===== src/rtl/tl_acquire_to_axi_if.sv =====
// Bundles the TileLink Acquire beat stream with the AXI4 AW, W and AR channels.
// The master modport is the bridge side; the slave modport is the queue/AXI fabric side.
interface tl_acquire_to_axi_if #(
    parameter int ADDR_W = 32
) ();
    logic              acq_ready;
    logic              acq_valid;
    logic [25:0]       acq_addr_block;
    logic [1:0]        acq_client_xact_id;
    logic [2:0]        acq_addr_beat;
    logic              acq_is_builtin_type;
    logic [2:0]        acq_a_type;
    logic [11:0]       acq_union;
    logic [63:0]       acq_data;

    logic              aw_valid;
    logic              aw_ready;
    logic [ADDR_W-1:0] aw_addr;
    logic [1:0]        aw_id;
    logic [7:0]        aw_len;
    logic [2:0]        aw_size;
    logic [1:0]        aw_burst;

    logic              w_valid;
    logic              w_ready;
    logic [63:0]       w_data;
    logic [7:0]        w_strb;
    logic              w_last;

    logic              ar_valid;
    logic              ar_ready;
    logic [ADDR_W-1:0] ar_addr;
    logic [1:0]        ar_id;
    logic [7:0]        ar_len;
    logic [2:0]        ar_size;
    logic [1:0]        ar_burst;

    modport master (
        output acq_ready,
        input  acq_valid, acq_addr_block, acq_client_xact_id, acq_addr_beat,
               acq_is_builtin_type, acq_a_type, acq_union, acq_data,
        output aw_valid, aw_addr, aw_id, aw_len, aw_size, aw_burst,
        input  aw_ready,
        output w_valid, w_data, w_strb, w_last,
        input  w_ready,
        output ar_valid, ar_addr, ar_id, ar_len, ar_size, ar_burst,
        input  ar_ready
    );

    modport slave (
        input  acq_ready,
        output acq_valid, acq_addr_block, acq_client_xact_id, acq_addr_beat,
               acq_is_builtin_type, acq_a_type, acq_union, acq_data,
        input  aw_valid, aw_addr, aw_id, aw_len, aw_size, aw_burst,
        output aw_ready,
        input  w_valid, w_data, w_strb, w_last,
        output w_ready,
        input  ar_valid, ar_addr, ar_id, ar_len, ar_size, ar_burst,
        output ar_ready
    );
endinterface


===== src/rtl/tl_acquire_to_axi.sv =====
// Converts built-in TileLink Acquires (Get/GetBlock/Put/PutBlock) into AXI4 AR or AW+W bursts.
// Optional macro ACQ_BEAT_CHECK_EN adds a sticky check of acq_addr_beat against the W beat count.
//
//  state | meaning
//  IDLE  | decode queue head; drop unsupported Acquires with an err_type pulse
//  AR    | ar_valid held; Acquire consumed on the AR handshake
//  AW    | aw_valid held; beat 0 stays at the queue head
//  W     | stream beats from the queue head until w_last handshakes
module tl_acquire_to_axi #(
    parameter int ADDR_W      = 32,
    parameter int BLOCK_BEATS = 8
) (
    input  logic                    clk,
    input  logic                    reset,
    tl_acquire_to_axi_if.master     bus,
    output logic                    err_type,
    output logic                    err_beat
);
    localparam logic [2:0] LAST_BEAT = 3'(BLOCK_BEATS - 1);
    localparam logic [7:0] BLOCK_LEN = 8'(BLOCK_BEATS - 1);

    typedef enum logic [1:0] {IDLE, AR, AW, W} state_t;

    state_t     state, state_nxt;
    logic       is_block_q, is_block_nxt;
    logic [2:0] beat_cnt, beat_cnt_nxt;

    logic        supported;
    logic        last_beat;
    logic        w_hs;
    logic [31:0] addr_raw;
    logic [ADDR_W-1:0] addr;
    logic [7:0]  len;
    logic        unused_union;

    assign supported    = bus.acq_is_builtin_type && !bus.acq_a_type[2];
    assign last_beat    = !is_block_q || (beat_cnt == LAST_BEAT);
    assign w_hs         = (state == W) && reset && bus.acq_valid && bus.w_ready;
    assign unused_union = ^{bus.acq_union[11:9], bus.acq_union[0]};

    // Block transfers always start at beat 0 of the block.
    assign addr_raw = {bus.acq_addr_block, (is_block_q ? 3'b000 : bus.acq_addr_beat), 3'b000};
    assign len      = is_block_q ? BLOCK_LEN : 8'd0;

    generate
        if (ADDR_W > 32) begin : g_addr_ext
            assign addr = {{(ADDR_W - 32){1'b0}}, addr_raw};
        end else begin : g_addr_trunc
            assign addr = addr_raw[ADDR_W-1:0];
        end
    endgenerate

    assign bus.aw_addr  = addr;
    assign bus.aw_id    = bus.acq_client_xact_id;
    assign bus.aw_len   = len;
    assign bus.aw_size  = 3'd3;
    assign bus.aw_burst = 2'd1;
    assign bus.ar_addr  = addr;
    assign bus.ar_id    = bus.acq_client_xact_id;
    assign bus.ar_len   = len;
    assign bus.ar_size  = 3'd3;
    assign bus.ar_burst = 2'd1;
    assign bus.w_data   = bus.acq_data;
    assign bus.w_strb   = is_block_q ? 8'hFF : bus.acq_union[8:1];

    always_ff @(posedge clk) begin
        if (!reset) begin
            state      <= IDLE;
            is_block_q <= 1'b0;
            beat_cnt   <= 3'd0;
        end else begin
            state      <= state_nxt;
            is_block_q <= is_block_nxt;
            beat_cnt   <= beat_cnt_nxt;
        end
    end

    always_comb begin
        state_nxt     = state;
        is_block_nxt  = is_block_q;
        beat_cnt_nxt  = beat_cnt;
        bus.acq_ready = 1'b0;
        bus.aw_valid  = 1'b0;
        bus.w_valid   = 1'b0;
        bus.w_last    = 1'b0;
        bus.ar_valid  = 1'b0;
        err_type      = 1'b0;
        case (state)
            IDLE: begin
                if (bus.acq_valid) begin
                    if (!supported) begin
                        bus.acq_ready = 1'b1;
                        err_type      = 1'b1;
                    end else begin
                        is_block_nxt = bus.acq_a_type[0];
                        state_nxt    = bus.acq_a_type[1] ? AW : AR;
                    end
                end
            end
            AR: begin
                bus.ar_valid  = 1'b1;
                bus.acq_ready = bus.ar_ready;
                if (bus.ar_ready) state_nxt = IDLE;
            end
            AW: begin
                bus.aw_valid = 1'b1;
                if (bus.aw_ready) state_nxt = W;
            end
            W: begin
                bus.w_valid   = bus.acq_valid;
                bus.acq_ready = bus.w_ready;
                bus.w_last    = last_beat;
                if (bus.acq_valid && bus.w_ready) begin
                    if (last_beat) begin
                        beat_cnt_nxt = 3'd0;
                        state_nxt    = IDLE;
                    end else begin
                        beat_cnt_nxt = beat_cnt + 3'd1;
                    end
                end
            end
            default: state_nxt = IDLE;
        endcase
        // Handshake outputs are held quiet for as long as reset is asserted.
        if (!reset) begin
            bus.acq_ready = 1'b0;
            bus.aw_valid  = 1'b0;
            bus.w_valid   = 1'b0;
            bus.w_last    = 1'b0;
            bus.ar_valid  = 1'b0;
            err_type      = 1'b0;
        end
    end

`ifdef ACQ_BEAT_CHECK_EN
    logic err_beat_q;

    // Single-beat Puts carry an arbitrary beat index, so only block beats are checked.
    always_ff @(posedge clk) begin
        if (!reset) begin
            err_beat_q <= 1'b0;
        end else if (w_hs && is_block_q && (bus.acq_addr_beat != beat_cnt)) begin
            err_beat_q <= 1'b1;
        end
    end

    assign err_beat = err_beat_q;
`else
    logic unused_w_hs;

    assign unused_w_hs = w_hs;
    assign err_beat    = 1'b0;
`endif
endmodule


===== src/flat_wrapper.sv =====
// flat-port wrapper written by rule: the top's interface ports become plain ports
module tl_acquire_to_axi_flat 
#(
    parameter int ADDR_W      = 32,
    parameter int BLOCK_BEATS = 8
)
  (clk, reset, err_type, err_beat, bus_acq_ready, bus_acq_valid, bus_acq_addr_block, bus_acq_client_xact_id, bus_acq_addr_beat, bus_acq_is_builtin_type, bus_acq_a_type, bus_acq_union, bus_acq_data, bus_aw_valid, bus_aw_addr, bus_aw_id, bus_aw_len, bus_aw_size, bus_aw_burst, bus_aw_ready, bus_w_valid, bus_w_data, bus_w_strb, bus_w_last, bus_w_ready, bus_ar_valid, bus_ar_addr, bus_ar_id, bus_ar_len, bus_ar_size, bus_ar_burst, bus_ar_ready);
  tl_acquire_to_axi_if #(.ADDR_W(ADDR_W)) bus_i ();
  input  logic clk;
  input  logic reset;
  output logic err_type;
  output logic err_beat;
  output wire logic [$bits(bus_i.acq_ready)-1:0] bus_acq_ready;
  input wire logic [$bits(bus_i.acq_valid)-1:0] bus_acq_valid;
  input wire logic [$bits(bus_i.acq_addr_block)-1:0] bus_acq_addr_block;
  input wire logic [$bits(bus_i.acq_client_xact_id)-1:0] bus_acq_client_xact_id;
  input wire logic [$bits(bus_i.acq_addr_beat)-1:0] bus_acq_addr_beat;
  input wire logic [$bits(bus_i.acq_is_builtin_type)-1:0] bus_acq_is_builtin_type;
  input wire logic [$bits(bus_i.acq_a_type)-1:0] bus_acq_a_type;
  input wire logic [$bits(bus_i.acq_union)-1:0] bus_acq_union;
  input wire logic [$bits(bus_i.acq_data)-1:0] bus_acq_data;
  output wire logic [$bits(bus_i.aw_valid)-1:0] bus_aw_valid;
  output wire logic [$bits(bus_i.aw_addr)-1:0] bus_aw_addr;
  output wire logic [$bits(bus_i.aw_id)-1:0] bus_aw_id;
  output wire logic [$bits(bus_i.aw_len)-1:0] bus_aw_len;
  output wire logic [$bits(bus_i.aw_size)-1:0] bus_aw_size;
  output wire logic [$bits(bus_i.aw_burst)-1:0] bus_aw_burst;
  input wire logic [$bits(bus_i.aw_ready)-1:0] bus_aw_ready;
  output wire logic [$bits(bus_i.w_valid)-1:0] bus_w_valid;
  output wire logic [$bits(bus_i.w_data)-1:0] bus_w_data;
  output wire logic [$bits(bus_i.w_strb)-1:0] bus_w_strb;
  output wire logic [$bits(bus_i.w_last)-1:0] bus_w_last;
  input wire logic [$bits(bus_i.w_ready)-1:0] bus_w_ready;
  output wire logic [$bits(bus_i.ar_valid)-1:0] bus_ar_valid;
  output wire logic [$bits(bus_i.ar_addr)-1:0] bus_ar_addr;
  output wire logic [$bits(bus_i.ar_id)-1:0] bus_ar_id;
  output wire logic [$bits(bus_i.ar_len)-1:0] bus_ar_len;
  output wire logic [$bits(bus_i.ar_size)-1:0] bus_ar_size;
  output wire logic [$bits(bus_i.ar_burst)-1:0] bus_ar_burst;
  input wire logic [$bits(bus_i.ar_ready)-1:0] bus_ar_ready;
  assign bus_acq_ready = bus_i.acq_ready;
  assign bus_i.acq_valid = bus_acq_valid;
  assign bus_i.acq_addr_block = bus_acq_addr_block;
  assign bus_i.acq_client_xact_id = bus_acq_client_xact_id;
  assign bus_i.acq_addr_beat = bus_acq_addr_beat;
  assign bus_i.acq_is_builtin_type = bus_acq_is_builtin_type;
  assign bus_i.acq_a_type = bus_acq_a_type;
  assign bus_i.acq_union = bus_acq_union;
  assign bus_i.acq_data = bus_acq_data;
  assign bus_aw_valid = bus_i.aw_valid;
  assign bus_aw_addr = bus_i.aw_addr;
  assign bus_aw_id = bus_i.aw_id;
  assign bus_aw_len = bus_i.aw_len;
  assign bus_aw_size = bus_i.aw_size;
  assign bus_aw_burst = bus_i.aw_burst;
  assign bus_i.aw_ready = bus_aw_ready;
  assign bus_w_valid = bus_i.w_valid;
  assign bus_w_data = bus_i.w_data;
  assign bus_w_strb = bus_i.w_strb;
  assign bus_w_last = bus_i.w_last;
  assign bus_i.w_ready = bus_w_ready;
  assign bus_ar_valid = bus_i.ar_valid;
  assign bus_ar_addr = bus_i.ar_addr;
  assign bus_ar_id = bus_i.ar_id;
  assign bus_ar_len = bus_i.ar_len;
  assign bus_ar_size = bus_i.ar_size;
  assign bus_ar_burst = bus_i.ar_burst;
  assign bus_i.ar_ready = bus_ar_ready;
  tl_acquire_to_axi #(.ADDR_W(ADDR_W), .BLOCK_BEATS(BLOCK_BEATS)) u_core (.clk(clk), .reset(reset), .bus(bus_i), .err_type(err_type), .err_beat(err_beat));
endmodule

===== config.mk =====
export PLATFORM = sky130hd
export DESIGN_NAME = tl_acquire_to_axi_flat
export DESIGN_NICKNAME = d
export VERILOG_FILES = /design/src/rtl/tl_acquire_to_axi_if.sv /design/src/rtl/tl_acquire_to_axi.sv /design/src/flat_wrapper.sv
export SDC_FILE = /design/constraint.sdc
export NUM_CORES = 1
export LEC_CHECK = 0
export CAP_MARGIN = 20
export CORE_AREA = 10 10 105 107
export CTS_BUF_LIST = sky130_fd_sc_hd__clkbuf_4 sky130_fd_sc_hd__clkbuf_8
export DETAILED_ROUTE_END_ITERATION = 7
export DIE_AREA = 0 0 115 117
export HOLD_SLACK_MARGIN = 0.05
export PLACE_DENSITY_LB_ADDON = 0.15
export SLEW_MARGIN = 30
export SYNTH_ARGS = -nofsm -noshare
export SYNTH_HDL_FRONTEND = slang
export SYNTH_SLANG_ARGS = --single-unit

===== constraint.sdc =====
create_clock -name clk -period 1.27 [get_ports clk]
set_input_delay 0.254 -clock clk [delete_from_list [all_inputs] [get_ports clk]]
set_output_delay 0.254 -clock clk [all_outputs]
set_load 0.01 [all_outputs]

==> impl_metrics.tcl <==
set metrics [dict create \
    status "finished with violations" \
    violations "setup timing" \
    slowest_stage "dfxtp_4" \
    synth_cell_types 26 \
    p_leak_nw 0.7395 \
    ir_drop_uv 223.6 \
    cp_num_buf_inv 2 \
    start_kind "flop" \
    powerDensity_mw_per_mm2 647.2 \
    cap_violations 0 \
    antenna_found_initial 0 \
    fin_worst_skew_ns 0.003546 \
    drive_gt1_share_pct 55.43 \
    synth.cell_area_mm2 0.001654 \
    crit_start "u_core.state[0]" \
    slowest_delay_ns 0.35 \
    n_antenna_cell 0 \
    fp.dieArea_mm2 0.01346 \
    cts_tree "done" \
    start_util_pct 18.34 \
    period_needed_ns 1.469 \
    worstSetupEndpoint "bus_acq_ready" \
    p_seq_share_pct 19.9 \
    post_drt_via_cell_ratio 3.493 \
    die_w_um 115 \
    power_switching_mw 0.3466 \
    yosys_warnings 0 \
    rows 35 \
    ff2ff_path_depth 5 \
    hold_viol_final 0 \
    drt_pass1_iterations 2 \
    avgRoutedWirePerCell_um 16.94 \
    hold_path.class "reg2reg" \
    num_io_pins 290 \
    num_vias 999 \
    clkPwrFrac_pct 29.2 \
    critPathKind "reg2out" \
    clock-sinks 6 \
    place_area_mm2 0.001340 \
    postSynthAreaPerCell_um2 7.287 \
    port_buffers 46 \
    p_int_mw 0.7052 \
    p_sw_share_pct 32.95 \
    placed_cells 272 \
    synth_seq_cells 6 \
    drt_iter0_drc 15 \
    clk_latency_ns 0.23 \
    clk_path_buf_depth 2 \
    layout_common_cells "27 x conb_1, 25 x buf_4, 17 x buf_6" \
    post-route-drc-count 0 \
    root_buffer "clkbuf_8" \
    fin_crit_sh_pct 115.7 \
    fin_area_mm2 0.001625 \
    crit_required_ns 1.02 \
    regToRegEndpoint "u_core.is_block_q" \
    r2r_slack_ns -0.12 \
    cts_inserted_buffers 3 \
    layout.nets 296 \
    syn_inst 227 \
    cp_top_family "flip-flops" \
    cp-end-kind "output port" \
    fin_cells 286 \
    fin_util_pct 18.02 \
    hold_depth 2 \
    cp_max_fo 3 \
    setup_viol 20 \
    grt_pass1_wl_um 6555 \
    finalMaxSlewViolations 0 \
    path_clk_slew_ns 0.04 \
    p_comb_share_pct 51.0 \
    path_cells "buf_6, a32o_1, a21oi_2, nor2_1, buf_2" \
    area_growth_syn_to_layout_pct -1.740 \
    cp_num_cells 5 \
    crit_arrival_ns 1.21 \
    mostFrequentLayoutCell "conb_1" \
    grt_overflow 0 \
    hpwl_um 4151 \
    setup_ws_ns -0.1989 \
    rsz0062_at_grt "yes" \
    max_freq_mhz 680.8 \
    grt_usage_pct 6.298 \
    hold_start "u_core.beat_cnt[1]" \
    ant_nets 0 \
    coreArea_mm2 0.009021 \
    ctsHtreeMaxLevel 1 \
    routed_wl_um 4846 \
    grt_start_max_net_pins 9 \
    grt_pass1_vias 1067 \
    gp_congestion 0.6306 \
    die_h_um 117 \
    yosysSeqAreaShare_pct 7.262 \
    reg2reg_from "u_core.state[1]" \
]
## per-layer routing
metal / vias to the layer above / GRT usage (%) / part of all wire [%] / wire length (um)
li1: 424 / - / - / -
met1: 407 / 4.807 / 26 / 1269
met2: 108 / 9.084 / 42 / 2015
met3: 60 / 6.218 / 23 / 1135
met4: 0 / 5.776 / 8.8 / 425
met5: - / 0 / 0 / 0
## sequential cells by signal, indices dropped and copies added (netlist names)
register	flops
u_core.beat_cnt	3
u_core.is_block_q	1
u_core.state	2
## logic make-up after synthesis
family / count (synthesis) / synth area share (%)
compound gates: 14 / 4.766
simple gates: 39 / 12.86
fa+ha+maj: 2 / 1.513
buf+inv: 163 / 72.54
mux: 1 / 0.6052
other cells: 2 / 0.4540
flops: 6 / 7.262
## worst min-delay path: stages (launching register included)
cell and delay (ns):
dfxtp_2 0.33, nand2_1 0.07, a21oi_2 0.05
## Yosys cell counts, drive strengths merged
library cell,n,share of area [%]
a21oi,7,2.1
nand3,3,0.91
nor2,8,1.8
dfxtp,6,7.3
ha,2,1.5
o211ai,1,0.45
o21ai,4,1.2
a32o,1,0.61
buf,158,71
nor2b,6,2.3
nand4,1,0.38
and3,1,0.38
a31oi,1,0.38
mux2i,1,0.61
nand2,5,1.1
or2,8,3.0
clkbuf,1,0.23
nor3,3,0.91
conb,2,0.45
inv,4,0.91
nand2b,2,0.76
or4,1,0.68
and4,1,0.61
## worst min-delay path by stage
stage / end / slack (ns)
final: u_core.beat_cnt[1] / 0.48
after global routing: u_core.beat_cnt[1] / 0.50
after CTS: u_core.beat_cnt[1] / 0.48
after detailed placement: u_core.beat_cnt[2] / 0.45
after global placement: u_core.beat_cnt[1] / 0.45
after floorplan: u_core.state[1] / 0.39
## metrics by stage
step                      setup slack (ns)  hold WS, ns  setup TNS (ns)  total power, mW
after global placement             -0.8383       0.4511          -12.13           0.6532
after global routing               -0.2436       0.5006          -2.616            1.120
final                              -0.1989       0.4845          -1.509            1.052
after detailed placement           -0.8344       0.4517          -12.21           0.6504
after CTS                          -0.2252       0.4774          -1.841            1.025
after floorplan                    0.01268       0.3897               0           0.8437
## power groups by stage
stage | Combinational, mW | Clock [mW] | Sequential, mW
finish | 0.536 | 0.307 | 0.209
global route | 0.581 | 0.329 | 0.210
CTS | 0.498 | 0.319 | 0.209
detailed placement | 0.440 | 0 | 0.211
global placement | 0.443 | 0 | 0.210
floorplan | 0.637 | 0 | 0.207
## final cells by class
class	count	area, um^2
Clock buffer	3	41.29
Fill cell	1026	7396
Inverter	4	15.01
Multi-Input combinational cell	83	595.6
Sequential cell	6	128.9
Tap cell	111	138.9
Timing Repair Buffer	79	705.7
## what timing repair did
action                     CTS  global route
gates resized for setup    157            19
buffers inserted             8             3
hold buffers                 0             0
setup endpoints to repair   32            26
pin swaps                   16            11
Power figures use the tool's default switching activity.
